--- config.mk ---
export PLATFORM = sky130hd
export DESIGN_NAME = alt_cmd_gen
export DESIGN_NICKNAME = d
export VERILOG_FILES = /design/src/rtl/alt_cmd_gen.sv
export SDC_FILE = /design/constraint.sdc
export NUM_CORES = 1
export LEC_CHECK = 0
export ABC_AREA = 1
export CORE_UTILIZATION = 37
export DETAILED_ROUTE_END_ITERATION = 10
export HOLD_SLACK_MARGIN = 0.08
export SETUP_SLACK_MARGIN = 0.4
export SKIP_CTS_REPAIR_TIMING = 1
export SYNTH_ARGS = -nofsm -noshare
export SYNTH_HDL_FRONTEND = slang
export SYNTH_SLANG_ARGS = --single-unit
--- constraint.sdc ---
create_clock -name clk -period 2.5 [get_ports clk]
set_clock_uncertainty 0.15 [all_clocks]
set_input_delay 0.625 -clock clk [delete_from_list [all_inputs] [get_ports clk]]
set_output_delay 0.625 -clock clk [all_outputs]
set_load 0.01 [all_outputs]
--- src/rtl/alt_cmd_gen.sv ---
// Altitude-hold commander: altitude error -> slew-limited climb level -3..+3 -> 3-bit altcmd.
// Define ALT_HYST_EN to add a hysteresis margin (HYST) before desired_level is allowed to drop.
module alt_cmd_gen #(
  parameter int ALT_W          = 16,
  parameter int T1             = 16,
  parameter int T2             = 64,
  parameter int T3             = 256,
  parameter int HOLD_CYCLES    = 4,
  parameter int TIMEOUT_CYCLES = 1000,
  parameter int HYST           = 8
) (
  input  logic             clk,
  input  logic             resetn,
  input  logic             arm,
  input  logic             alt_valid,
  output logic             alt_ready,
  input  logic [ALT_W-1:0] meas_alt,
  input  logic [ALT_W-1:0] target_alt,
  output logic [2:0]       altcmd,
  output logic             failsafe,
  output logic             at_target
);

  localparam logic [1:0] ST_DISARMED = 2'd0;
  localparam logic [1:0] ST_TRACK    = 2'd1;
  localparam logic [1:0] ST_FAILSAFE = 2'd2;

  localparam int HW = (HOLD_CYCLES > 1) ? $clog2(HOLD_CYCLES) : 1;
  localparam int WW = (TIMEOUT_CYCLES > 1) ? $clog2(TIMEOUT_CYCLES) : 1;
  localparam logic [HW-1:0] HOLD_MAX = HW'(HOLD_CYCLES - 1);
  localparam logic [WW-1:0] WDOG_MAX = WW'(TIMEOUT_CYCLES - 1);

`ifdef ALT_HYST_EN
  localparam int MARGIN = HYST;
`else
  // Zero margin makes the hold test below unreachable, i.e. plain thresholds.
  localparam int MARGIN = 0 * HYST;
`endif

  localparam logic [ALT_W:0] TH1 = (ALT_W+1)'(T1);
  localparam logic [ALT_W:0] TH2 = (ALT_W+1)'(T2);
  localparam logic [ALT_W:0] TH3 = (ALT_W+1)'(T3);
  localparam logic [ALT_W:0] HT1 = (T1 > MARGIN) ? (ALT_W+1)'(T1 - MARGIN) : '0;
  localparam logic [ALT_W:0] HT2 = (T2 > MARGIN) ? (ALT_W+1)'(T2 - MARGIN) : '0;
  localparam logic [ALT_W:0] HT3 = (T3 > MARGIN) ? (ALT_W+1)'(T3 - MARGIN) : '0;

  logic [1:0]        state_q, state_d;
  logic signed [2:0] cur_q, cur_d;
  logic signed [2:0] desired_q, desired_d;
  logic [HW-1:0]     hold_q, hold_d;
  logic [WW-1:0]     wdog_q, wdog_d, wdog_inc;

  logic signed [ALT_W:0] err;
  logic [ALT_W:0]        mag;
  logic [ALT_W:0]        hyst_th;
  logic [1:0]            raw_mag, des_mag, cur_mag;
  logic signed [2:0]     raw_level, sample_level;
  logic                  hold_desired;
  logic                  accept;

  assign err = $signed({1'b0, target_alt}) - $signed({1'b0, meas_alt});
  assign mag = err[ALT_W] ? (ALT_W+1)'(-err) : err;

  always_comb begin
    if (mag < TH1)      raw_mag = 2'd0;
    else if (mag < TH2) raw_mag = 2'd1;
    else if (mag < TH3) raw_mag = 2'd2;
    else                raw_mag = 2'd3;
  end

  assign raw_level = err[ALT_W] ? -$signed({1'b0, raw_mag}) : $signed({1'b0, raw_mag});
  assign des_mag   = desired_q[2] ? 2'(-desired_q) : desired_q[1:0];

  always_comb begin
    case (des_mag)
      2'd1:    hyst_th = HT1;
      2'd2:    hyst_th = HT2;
      2'd3:    hyst_th = HT3;
      default: hyst_th = '0;
    endcase
  end

  // Same-direction decrease is refused until the error is clearly inside the lower band.
  assign hold_desired = (des_mag != 2'd0) && (desired_q[2] == err[ALT_W]) &&
                        (raw_mag < des_mag) && (mag >= hyst_th);
  assign sample_level = hold_desired ? desired_q : raw_level;

  // Gated by arm so a sample offered in the disarm cycle is never taken.
  assign alt_ready = arm && (state_q != ST_DISARMED);
  assign accept    = alt_valid && alt_ready;
  assign wdog_inc  = (wdog_q == WDOG_MAX) ? wdog_q : wdog_q + 1'b1;

  always_comb begin
    state_d   = state_q;
    desired_d = desired_q;
    wdog_d    = wdog_q;
    case (state_q)
      ST_DISARMED: begin
        desired_d = '0;
        wdog_d    = '0;
        if (arm) state_d = ST_TRACK;
      end
      ST_TRACK: begin
        if (!arm) begin
          state_d   = ST_DISARMED;
          desired_d = '0;
          wdog_d    = '0;
        end else if (accept) begin
          desired_d = sample_level;
          wdog_d    = '0;
        end else if (wdog_q == WDOG_MAX) begin
          state_d   = ST_FAILSAFE;
          desired_d = '0;
        end else begin
          wdog_d = wdog_inc;
        end
      end
      ST_FAILSAFE: begin
        if (!arm) begin
          state_d   = ST_DISARMED;
          desired_d = '0;
          wdog_d    = '0;
        end else if (accept) begin
          state_d   = ST_TRACK;
          desired_d = sample_level;
          wdog_d    = '0;
        end else begin
          desired_d = '0;
          wdog_d    = wdog_inc;
        end
      end
      default: begin
        state_d   = ST_DISARMED;
        desired_d = '0;
        wdog_d    = '0;
      end
    endcase
  end

  // Slew toward the registered target one step at a time; zero crossings pass through 0.
  always_comb begin
    cur_d  = cur_q;
    hold_d = hold_q;
    if ((cur_q != desired_q) && (hold_q == '0)) begin
      cur_d  = (desired_q > cur_q) ? cur_q + 3'sd1 : cur_q - 3'sd1;
      hold_d = HOLD_MAX;
    end else if (hold_q != '0) begin
      hold_d = hold_q - 1'b1;
    end
  end

  always_ff @(posedge clk or negedge resetn) begin
    if (!resetn) begin
      state_q   <= ST_DISARMED;
      cur_q     <= '0;
      desired_q <= '0;
      hold_q    <= '0;
      wdog_q    <= '0;
    end else begin
      state_q   <= state_d;
      cur_q     <= cur_d;
      desired_q <= desired_d;
      hold_q    <= hold_d;
      wdog_q    <= wdog_d;
    end
  end

  assign cur_mag   = cur_q[2] ? 2'(-cur_q) : cur_q[1:0];
  assign altcmd    = {cur_q[2], cur_mag};
  assign failsafe  = (state_q == ST_FAILSAFE);
  assign at_target = (desired_q == 3'sd0) && (cur_q == 3'sd0);

endmodule

==> out/metrics.csv <==
metric,value,unit
fin worst setup slack,-1.49,ns
met2 usage,35.5,%
Yosys cell types,35,
Seq pwr share,16.5,%
Hold Path Class,flop to flop,
Sw Ratio,43.3,%
gpl congestion,0.864,
Synth Warn #,0,
"Period Utilization, post-route",160,%
Final Setup Violations,4,
Fillers,806,
1st-pass router iterations,7,
cell mode on critical path,nand3_2,
Peak Freq,250,MHz
clock tree buffer depth,2,
Layout Area Growth over Synthesis,60.3,%
R2R Path End,desired_q[1]$_DFFE_PN0P_,
maximum vdd drop,0.500,mV
cell-internal power,1600,uW
Post-synth EDFFs,0,
core footprint,8810,sq um
M3 GR Usage,0.647,%
fraction of layout cells with a size suffix above 1,37.2,%
worst rel slew slack,74.0,%
CTS tree,built,
async set-reset flop share out of synthesis,100,%
Pins Over Slew Limit,0,
Die Ht,97.6,um
max_cap viols,0,
row cnt,34,
vias in the first global route,3691,
pwr/cell area,522,nW/um^2
post-synth top area share,20.1,%
met1 usage,21.5,%
CP Buf/Inv Count,5,
Mapped Nets,656,
CP required,2.56,ns
Area contributors post-synth,"nand2_1 20%, dfrtp_1 15%, inv_1 13%",
GRT Overall Usage,18.1,%
Yosys top cell by area,nand2_1,
Clock Latency Late Sink,0.26,ns
global-route wire length before repair,14.9,mm
largest net degree at the start of global routing,21,
final hold violations,0,
status,finished with violations,
synthesized area,3380,sq um
"Reg clk slew, reported paths",0.08,ns
mean routed wirelength per cell,11.2,um
# H-tree levels,1,
IO Pins,42,
ant diodes,0,
footprint of the multi-input gates,2920,sq um
"Slowest-stage cell, CP",fa_2,
Yosys reg bits,20,
RSZ-0062 raised after global routing,true,
dominant synthesized flop cell,dfrtp_1,
Period minus WS final,3.99,ns
crit path kind,primary input to flop,
grt total ovfl,0,
logic gate share of total power,72.0,%
Root Driver,clkbuf_8,
Hold Path Sink,wdog_q[0]$_DFFE_PN0P_,
CP startpoint kind,primary input,
critical path capture point type,flop,
NumNets Final,816,
starting density of the core,38.4,%
average size of a mapped cell,5.81,sq um
Reg area,502,sq um
"Max FO, Critical Path",4,
worst r2r src,desired_q[1]$_DFFE_PN0P_,
Critical Path AT,4.05,ns
Worst Hold Launch,wdog_q[0]$_DFFE_PN0P_,
Synth Instances,583,
IO Port Bufs,41,
antenna violations before repair,0,
Die X,97.6,um
crit-path max cell delay,0.61,ns
via count,4085,
worst hold path depth,1,
Reg2Reg Depth,20,
Clk pwr share,11.5,%
drt total wl,9.52,mm
switching pwr,1230,uW
Tot Pwr,2830,uW
Place WS,-2.16,ns
CTS sink cnt,20,
Worst Tran Pin Value,0.390,ns
ANT nets after route,0,
post-synthesis sequential area ratio,14.8,%
Iter 0 DRT Violations,156,
CTS Buf Count,3,
Die ar.,9530,sq um
Leakage,0.00295,uW
gr busiest metal,met2,
cell family with most CP delay,simple AND/OR/NAND/NOR gates,
Vias/cell,4.81,
failing checks,"design-rule violations, negative setup slack",
drt drc,6,
R2R Setup Slk,-0.04,ns
DP HPWL,7.26,mm
-- metrics by stage --
stage | area [sq um] | setup TNS [ns] | std cells | hold slack (ns) | utilization [%]
detailed placement | 4640 | -6.55 | 822 | 0.355 | 52.7
global route | 5430 | -5.40 | 850 | 0.377 | 61.6
CTS | 4710 | -5.80 | 826 | 0.366 | 53.5
floorplan | 3420 | -3.81 | 583 | 0.179 | -
finish | 5430 | -4.50 | 850 | 0.362 | 61.6
global placement | 4640 | -6.24 | 822 | 0.343 | 52.7
-- sequential cells by signal, indices dropped and copies added, names as in the netlist --
signal     count
wdog_q        10
cur_q          3
desired_q      3
hold_q         2
state_q        2
-- layout by cell type, fill, tap and decap left out, types with 7 or more instances in the layout --
master           count
inv_2               20
nor2_4               8
nor2_1              28
clkdlybuf4s50_1     30
nand2_4             13
ha_1                19
nand2_2             40
nand4_1              9
dlymetal6s2s_1       7
inv_1              103
o21ai_0              8
nand2_1            146
nor3_1               7
buf_4              114
nor2_2              16
nand3_2             19
a21oi_1             18
nand3_1             46
dfrtp_1             19
ha_4                14
-- power by group through the flow --
stage	sequential [uW]	clock [uW]	combinational, uW
6_report	467	326	2040
5_1_grt	475	338	2280
4_1_cts	473	330	1630
2_1_floorplan	461	0	1010
3_5_place_dp	477	0	1630
3_3_place_gp	473	0	1570
-- synthesized netlist by cell type (3+ instances only) --
| cell type | number |
|---|---|
| nor2_4 | 4 |
| a21oi_1 | 22 |
| nand4_1 | 9 |
| nand3_2 | 6 |
| nor3_1 | 9 |
| nand2_4 | 3 |
| o21ai_0 | 13 |
| nand2_2 | 15 |
| nor2_2 | 8 |
| nand2_1 | 181 |
| dfrtp_1 | 20 |
| nand3_1 | 62 |
| xor2_1 | 6 |
| and2_1 | 3 |
| inv_1 | 117 |
| ha_1 | 35 |
| inv_2 | 7 |
| nor2_1 | 40 |
| buf_4 | 3 |
-- how the worst max path moves through the flow --
stage,end,startpoint,slack (ns),depth (start not counted)
2_1_floorplan,desired_q[1]$_DFFE_PN0P_,target_alt[0],-1.27,30
3_3_place_gp,desired_q[0]$_DFFE_PN0P_,target_alt[0],-2.05,31
3_5_place_dp,desired_q[1]$_DFFE_PN0P_,target_alt[0],-2.16,32
4_1_cts,desired_q[1]$_DFFE_PN0P_,target_alt[0],-1.90,32
5_1_grt,desired_q[0]$_DFFE_PN0P_,target_alt[0],-1.77,29
6_report,desired_q[1]$_DFFE_PN0P_,target_alt[0],-1.49,29
-- per-layer routing --
metal,part of all wire [%],vias to the layer above
met5,0,-
met4,1.3,0
met3,2.2,12
met2,53,72
met1,43,1856
li1,-,2145
-- cell type report --
type                            instances  area share (%)
Sequential cell                        20            9.25
Clock inverter                          1           0.554
Clock buffer                            3           0.761
Tap cell                              108            2.49
Inverter                              124            8.72
Multi-Input combinational cell        435            53.8
Timing Repair Buffer                  159            24.4
-- cells by family after synthesis --
kind of cell | Yosys count | share of synthesized area [%]
simple gates | 344 | 46.4
buf+inv | 129 | 14.9
fa+ha+maj | 37 | 14.1
compound gates | 47 | 8.24
xor+xnor | 6 | 1.55
flops | 20 | 14.8
(Power assumes the default switching activity.)
